### config.mk
export PLATFORM = sky130hd
export DESIGN_NAME = instr_decode_pipe_flat
export DESIGN_NICKNAME = d
export VERILOG_FILES = /design/src/rtl/instr_pkg.sv /design/src/rtl/instr_decode_pipe_if.sv /design/src/rtl/instr_fifo.sv /design/src/rtl/instr_decode_pipe.sv /design/src/flat_wrapper.sv
export SDC_FILE = /design/constraint.sdc
export NUM_CORES = 1
export LEC_CHECK = 0
export BUFFER_PORTS_ARGS = -buffer_cell sky130_fd_sc_hd__buf_2
export CAP_MARGIN = 20
export CORE_AREA = 5 5 62 50
export CTS_CLUSTER_SIZE = 24
export DETAILED_ROUTE_END_ITERATION = 8
export DIE_AREA = 0 0 67 55
export PLACE_DENSITY_LB_ADDON = 0.1
export REMOVE_ABC_BUFFERS = 1
export SLEW_MARGIN = 10
export SYNTH_ARGS = -nofsm -noshare
export SYNTH_HDL_FRONTEND = slang
export SYNTH_SLANG_ARGS = --single-unit
### constraint.sdc
create_clock -name clk -period 4.1 [get_ports clk]
set_clock_uncertainty 0.2 [all_clocks]
set_input_delay 0.82 -clock clk [delete_from_list [all_inputs] [get_ports clk]]
set_output_delay 0.82 -clock clk [all_outputs]
set_load 0.01 [all_outputs]
### src/rtl/instr_pkg.sv
// Shared opcode constants, ALU encodings, decoded-entry layout and the decode
// function for the buffered accumulator-CPU instruction decoder.
package instr_pkg;

  localparam int OPC_W      = 4;
  // Widest register address the decoded-entry layout can carry; callers narrow it.
  localparam int MAX_ADDR_W = 4;
  localparam int MAX_SEL_W  = 2**MAX_ADDR_W - 1;

  localparam logic [OPC_W-1:0] OP_ADD = 4'b0000;
  localparam logic [OPC_W-1:0] OP_SUB = 4'b0001;
  localparam logic [OPC_W-1:0] OP_AND = 4'b0010;
  localparam logic [OPC_W-1:0] OP_OR  = 4'b0011;
  localparam logic [OPC_W-1:0] OP_XOR = 4'b0100;
  localparam logic [OPC_W-1:0] OP_NOT = 4'b0101;
  localparam logic [OPC_W-1:0] OP_LD  = 4'b0110;
  localparam logic [OPC_W-1:0] OP_ST  = 4'b0111;
  localparam logic [OPC_W-1:0] OP_NOP = 4'b1111;

  typedef enum logic [2:0] {
    ALU_ADD = 3'b000,
    ALU_SUB = 3'b001,
    ALU_AND = 3'b010,
    ALU_OR  = 3'b011,
    ALU_XOR = 3'b100,
    ALU_NOT = 3'b101,
    ALU_LD  = 3'b110
  } alu_op_e;

  typedef struct packed {
    logic                  acc_ce;
    alu_op_e               alu_op;
    logic [MAX_ADDR_W-1:0] rf_a;
    logic [MAX_SEL_W-1:0]  rf_sel;
  } decoded_t;

  // addr_w selects the live address width so the all-ones RZ address is found correctly.
  function automatic decoded_t decode_instr(input logic [OPC_W-1:0]      opcode,
                                            input logic [MAX_ADDR_W-1:0] adr,
                                            input int unsigned           addr_w);
    decoded_t              d;
    logic [MAX_ADDR_W-1:0] rz;
    d  = '0;
    rz = MAX_ADDR_W'((1 << addr_w) - 1);
    if (opcode[2:0] != 3'b111) begin
      d.acc_ce = 1'b1;
      d.alu_op = alu_op_e'(opcode[2:0]);
      d.rf_a   = adr;
    end else if (opcode == OP_ST && adr != rz) begin
      d.rf_sel = MAX_SEL_W'(1) << adr;
    end
    return d;
  endfunction

endpackage

### src/rtl/instr_decode_pipe_if.sv
// Fetch-side and execute-side signals of instr_decode_pipe.
// DECODE_STATS_EN adds clr_stats and the per-class counters.
interface instr_decode_pipe_if #(parameter int ADDR_W = 2);
  // Both sides: a transfer happens on a rising edge where valid and ready are both 1;
  // valid never depends combinationally on ready of the same side.
  logic [3+ADDR_W:0]     data;
  logic                  in_valid;
  logic                  in_ready;
  logic                  flush;
  logic                  out_valid;
  logic                  out_ready;
  logic                  acc_ce;
  logic [2:0]            alu_op;
  logic [ADDR_W-1:0]     rf_a;
  logic [2**ADDR_W-2:0]  rf_sel;
`ifdef DECODE_STATS_EN
  logic                  clr_stats;
  logic [15:0]           cnt_alu;
  logic [15:0]           cnt_st;
  logic [15:0]           cnt_nop;
`endif

  modport master (
    output data, in_valid, flush, out_ready,
`ifdef DECODE_STATS_EN
    output clr_stats,
    input  cnt_alu, cnt_st, cnt_nop,
`endif
    input  in_ready, out_valid, acc_ce, alu_op, rf_a, rf_sel
  );

  modport slave (
    input  data, in_valid, flush, out_ready,
`ifdef DECODE_STATS_EN
    input  clr_stats,
    output cnt_alu, cnt_st, cnt_nop,
`endif
    output in_ready, out_valid, acc_ce, alu_op, rf_a, rf_sel
  );

endinterface

### src/rtl/instr_fifo.sv
// Generic synchronous FIFO with synchronous flush and asynchronous active-low reset.
// DEPTH must be a power of two so the pointers wrap naturally.
module instr_fifo #(
  parameter int WIDTH = 8,
  parameter int DEPTH = 2
) (
  input  logic             clk,
  input  logic             rst_n,
  input  logic             flush,
  input  logic             push,
  input  logic             pop,
  input  logic [WIDTH-1:0] din,
  output logic [WIDTH-1:0] dout,
  output logic             full,
  output logic             empty
);

  localparam int PW = $clog2(DEPTH);
  localparam int CW = $clog2(DEPTH + 1);

  logic [WIDTH-1:0] mem [DEPTH];
  logic [PW-1:0]    wr_ptr;
  logic [PW-1:0]    rd_ptr;
  logic [CW-1:0]    count;
  logic             do_push;
  logic             do_pop;

  assign full    = (count == CW'(DEPTH));
  assign empty   = (count == '0);
  assign do_push = push & ~full;
  assign do_pop  = pop & ~empty;
  assign dout    = mem[rd_ptr];

  always_ff @(posedge clk or negedge rst_n) begin
    if (!rst_n) begin
      wr_ptr <= '0;
      rd_ptr <= '0;
      count  <= '0;
    end else if (flush) begin
      wr_ptr <= '0;
      rd_ptr <= '0;
      count  <= '0;
    end else begin
      if (do_push) wr_ptr <= wr_ptr + PW'(1);
      if (do_pop)  rd_ptr <= rd_ptr + PW'(1);
      case ({do_push, do_pop})
        2'b10:   count <= count + CW'(1);
        2'b01:   count <= count - CW'(1);
        default: count <= count;
      endcase
    end
  end

  // Storage needs no reset: entries are only observable once count covers them.
  always_ff @(posedge clk) begin
    if (do_push && !flush) mem[wr_ptr] <= din;
  end

endmodule

### src/rtl/instr_decode_pipe.sv
// Buffered instruction decoder: decode at push, NOP squash, FIFO, valid-gated controls.
// DECODE_STATS_EN adds saturating per-class accept counters.
module instr_decode_pipe
  import instr_pkg::*;
#(
  parameter int ADDR_W     = 2,
  parameter int FIFO_DEPTH = 2
) (
  input  logic                clk,
  input  logic                rst_n,
  instr_decode_pipe_if.slave  bus
);

  localparam int N_SEL = 2**ADDR_W - 1;
  localparam int EW    = 1 + 3 + ADDR_W + N_SEL;

  logic [OPC_W-1:0]  opcode;
  logic [ADDR_W-1:0] adr;
  decoded_t          dec;
  logic              is_nop;
  logic              accept;
  logic              push;
  logic              pop;
  logic              full;
  logic              empty;
  logic [EW-1:0]     din;
  logic [EW-1:0]     dout;

  assign opcode = bus.data[ADDR_W+3 -: 4];
  assign adr    = bus.data[ADDR_W-1:0];
  assign is_nop = (opcode == OP_NOP);

  always_comb dec = decode_instr(opcode, MAX_ADDR_W'(adr), ADDR_W);

  assign din = {dec.acc_ce, dec.alu_op, ADDR_W'(dec.rf_a), N_SEL'(dec.rf_sel)};

  assign bus.in_ready  = ~full;
  assign bus.out_valid = ~empty;
  assign accept        = bus.in_valid & bus.in_ready;
  // NOPs complete the handshake but never occupy a slot.
  assign push          = accept & ~is_nop;
  assign pop           = bus.out_valid & bus.out_ready;

  instr_fifo #(
    .WIDTH (EW),
    .DEPTH (FIFO_DEPTH)
  ) u_fifo (
    .clk   (clk),
    .rst_n (rst_n),
    .flush (bus.flush),
    .push  (push),
    .pop   (pop),
    .din   (din),
    .dout  (dout),
    .full  (full),
    .empty (empty)
  );

  // Controls read as zero whenever no entry is valid, so execute can use them ungated.
  assign bus.acc_ce = bus.out_valid & dout[EW-1];
  assign bus.alu_op = bus.out_valid ? dout[N_SEL+ADDR_W+2 -: 3]     : '0;
  assign bus.rf_a   = bus.out_valid ? dout[N_SEL+ADDR_W-1 -: ADDR_W] : '0;
  assign bus.rf_sel = bus.out_valid ? dout[N_SEL-1:0]                : '0;

`ifdef DECODE_STATS_EN
  logic        is_alu;
  logic        is_st;
  logic [15:0] cnt_alu;
  logic [15:0] cnt_st;
  logic [15:0] cnt_nop;

  assign is_alu = (opcode[2:0] != 3'b111);
  assign is_st  = (opcode == OP_ST);

  // Counted on acceptance, so words dropped by a concurrent flush still register.
  always_ff @(posedge clk or negedge rst_n) begin
    if (!rst_n) begin
      cnt_alu <= '0;
      cnt_st  <= '0;
      cnt_nop <= '0;
    end else if (bus.clr_stats) begin
      cnt_alu <= '0;
      cnt_st  <= '0;
      cnt_nop <= '0;
    end else begin
      if (accept && is_alu && cnt_alu != 16'hFFFF) cnt_alu <= cnt_alu + 16'd1;
      if (accept && is_st  && cnt_st  != 16'hFFFF) cnt_st  <= cnt_st  + 16'd1;
      if (accept && is_nop && cnt_nop != 16'hFFFF) cnt_nop <= cnt_nop + 16'd1;
    end
  end

  assign bus.cnt_alu = cnt_alu;
  assign bus.cnt_st  = cnt_st;
  assign bus.cnt_nop = cnt_nop;
`endif

endmodule

### src/flat_wrapper.sv
// flat-port wrapper written by rule: the top's interface ports become plain ports
module instr_decode_pipe_flat import instr_pkg::*;
#(
  parameter int ADDR_W     = 2,
  parameter int FIFO_DEPTH = 2
)
  (clk, rst_n, bus_data, bus_in_valid, bus_flush, bus_out_ready, bus_in_ready, bus_out_valid, bus_acc_ce, bus_alu_op, bus_rf_a, bus_rf_sel);
  instr_decode_pipe_if #(.ADDR_W(ADDR_W)) bus_i ();
  input  logic clk;
  input  logic rst_n;
  input wire logic [$bits(bus_i.data)-1:0] bus_data;
  input wire logic [$bits(bus_i.in_valid)-1:0] bus_in_valid;
  input wire logic [$bits(bus_i.flush)-1:0] bus_flush;
  input wire logic [$bits(bus_i.out_ready)-1:0] bus_out_ready;
  output wire logic [$bits(bus_i.in_ready)-1:0] bus_in_ready;
  output wire logic [$bits(bus_i.out_valid)-1:0] bus_out_valid;
  output wire logic [$bits(bus_i.acc_ce)-1:0] bus_acc_ce;
  output wire logic [$bits(bus_i.alu_op)-1:0] bus_alu_op;
  output wire logic [$bits(bus_i.rf_a)-1:0] bus_rf_a;
  output wire logic [$bits(bus_i.rf_sel)-1:0] bus_rf_sel;
  assign bus_i.data = bus_data;
  assign bus_i.in_valid = bus_in_valid;
  assign bus_i.flush = bus_flush;
  assign bus_i.out_ready = bus_out_ready;
  assign bus_in_ready = bus_i.in_ready;
  assign bus_out_valid = bus_i.out_valid;
  assign bus_acc_ce = bus_i.acc_ce;
  assign bus_alu_op = bus_i.alu_op;
  assign bus_rf_a = bus_i.rf_a;
  assign bus_rf_sel = bus_i.rf_sel;
  instr_decode_pipe #(.ADDR_W(ADDR_W), .FIFO_DEPTH(FIFO_DEPTH)) u_core (.clk(clk), .rst_n(rst_n), .bus(bus_i));
endmodule
==> out/qor.yml <==
status: "finished clean"
required_ps: 3080
cts_made_buffers: 3
drive_above_1_share_pct: 29.5
ios: 22
drc_errors: 0
ys_seq_area_share_pct: 62.2
path_cells: "nor2_1 > nor2_1 > buf_2"
crit_buf_inv: 1
grt_use_met2_pct: 17.6
post_cts_resized: 0
syn_avg_cell_area_um2: 12.7
synthArstFlopShare_pct: 18.2
die_h_um: 55
setup-violations-final: 0
max_freq_mhz: 360
core_area_um2: 2460
irDropWorstVdd_v: 0.000212
fin_crit_ps: 2780
crit_top_cell: "nor2_1"
nets: 117
dp_slack_ps: 1520
setup_slack_ps: 1320
cp_top_family: "simple AND/OR/NAND/NOR gates"
ys_ff_latch: 22
cts.clk_slew.worst_paths_ps: 110
yosys_warnings: 0
synth_top_area_share_pct: 52.5
setup-tns-final_ps: 0
numPortBuffers: 21
slew_headroom_pct: 45.1
drt_first_pass_iters: 4
rrSetupSlack_ps: 2040
finalPower_w: 0.000441
muxShareOfSynthArea_pct: 10.2
fin_crit_sh_pct: 67.8
slowest_delay_ps: 660
via_count: 692
ys.flop_type: "edfxtp_1"
wirelength_um: 1990
rsz0062_at_grt: "false"
worstPathMaxFanout: 11
yosys-top-cells-area: "edfxtp_1 (52%), dfrtp_1 (9.7%), mux2i_1 (8.7%)"
clockBufferDepth: 2
yosys.cell_types.count: 26
r2r-start: "u_core.u_fifo.count[0]$_DFFE_PN0P_"
synthCells: 81
synth_compound_area_share_pct: 4.37
grt.busiest_layer: "met2"
track_usage_pct: 11.4
ant_nets: 0
hold_class: "in2async"
synth-xor-area-share_pct: 0.851
grt_max_degree: 13
cts_tree: "yes"
grt_pass1_vias: 646
maxCapViolCount: 0
diodes: 0
crit_path_start_kind: "flip-flop"
use_met3_pct: 4.44
grt_pass1_wl_um: 2970
path_class: "reg2out"
area_growth_pct: 18.2
gp_congestion: 0.761
cts_max_level: 1
synthAdderAreaFrac_pct: 0
yosys.area_share.simple_pct: 20.3
dieWidth_um: 67
synth_area_um2: 1030
slew_viol_final: 0
powerDensity_nw_per_um2: 362
worst_r2r_path_depth: 4
worst-path-stages: 3
hold_violations: 0
rows: 16
synth_edf_count: 18
start_util_pct: 41.8
cp.arrival_ps: 1760
grt.overflow.total: 0
antenna_found_initial: 0
synthTopCellsByCount: "edfxtp_1 (18), nor2_1 (13), mux2i_1 (9)"
leakage_nw: 0.472
vias_per_cell: 4.91
critPathSlowestCell: "nor2_1"
synth_top_family_by_area: "simple AND/OR/NAND/NOR gates"
hpwl_um: 1480
end_kind: "output pin"
drt_iter0_markers: 23
reg2reg_to: "u_core.u_fifo.mem[1][2]$_DFFE_PP_"
dieArea_um2: 3690
fillers: 235
yosysTopAreaCell: "edfxtp_1"
post_cts_buffers: 0
cts_hold_buffers: 0
worstMarginPinSlew_ps: 820
clock-root-buffer: "clkbuf_4"
yosysMostFrequentCell: "edfxtp_1"
cts.sinks: 22
use_met1_pct: 15.1
wl_per_cell_um: 14.1
clk_latency_ps: 300
-- metrics by stage --
| step | instances | instance area [um^2] | util, % | hold slack, ps |
|---|---|---|---|---|
| 3_5_place_dp | 137 | 1180 | 48.0 | 421 |
| 2_1_floorplan | 78 | 1020 | - | 324 |
| 4_1_cts | 141 | 1220 | 49.4 | 96.8 |
| 3_3_place_gp | 137 | 1180 | 48.0 | 427 |
| 6_report | 141 | 1220 | 49.4 | 99.9 |
| 5_1_grt | 141 | 1220 | 49.4 | 87.8 |
-- flip-flops by register name, summed over array words and instances (netlist names) --
name                  flops
u_core.u_fifo.count       2
u_core.u_fifo.mem        18
u_core.u_fifo.rd_ptr      1
u_core.u_fifo.wr_ptr      1
-- area by class of cell --
cell class	instances	area [um^2]	area share (%)
flip-flops and latches	22	641	52.6
repair buffers	23	120	9.87
inverters	2	7.51	0.617
multi-input cells	54	368	30.2
clock buffers	4	36.3	2.98
well taps	36	45.0	3.70
-- where the power goes --
part / switching, W / internal (W)
Clock: 0.0000595 / 0.0000541
Combinational: 0.0000350 / 0.0000293
Sequential: 0.0000106 / 0.000253
Total: 0.000105 / 0.000336
-- cells by family (layout without fill, tap and decap cells) --
kind of cell | Yosys count | in the layout
xor+xnor | 1 | 1
buf+inv | 5 | 29
simple gates | 36 | 36
mux | 10 | 10
compound gates | 7 | 7
flops | 22 | 22
-- how the worst max path moves through the flow --
stage                                             from  slack [ps]                           endpoint
floorplan                                  bus_data[3]        1650  u_core.u_fifo.mem[1][0]$_DFFE_PP_
finish              u_core.u_fifo.count[1]$_DFFE_PN0P_        1320                      bus_alu_op[2]
global placement                           bus_data[5]        1600  u_core.u_fifo.mem[1][4]$_DFFE_PP_
CTS                 u_core.u_fifo.count[0]$_DFFE_PN0P_        1280                      bus_alu_op[2]
detailed placement                         bus_data[5]        1520  u_core.u_fifo.mem[1][4]$_DFFE_PP_
global route        u_core.u_fifo.count[0]$_DFFE_PN0P_        1140                      bus_rf_sel[1]
-- layer usage --
layer,vias up,wire length [um]
li1,349,-
met3,0,92
met1,328,1030
met2,15,868
met4,0,0
met5,-,0
-- cell usage in the layout (no fill, tap or decap), drive strengths merged --
cell type,netlist,routed
a21boi,1,1
a31oi,3,3
and2,4,4
and3b,1,1
and4,1,1
buf,2,23
clkbuf,1,4
dfrtp,4,4
edfxtp,18,18
inv,2,2
mux2,1,1
mux2i,9,9
nand2,1,1
nand2b,1,1
nand3,4,4
nand4,1,1
nor2,13,13
nor2b,3,3
nor3,1,1
nor3b,1,1
nor4,1,1
nor4b,4,4
o21ai,2,2
o311ai,1,1
xor2,1,1
No activity file was read; power rests on OpenSTA's default activity.
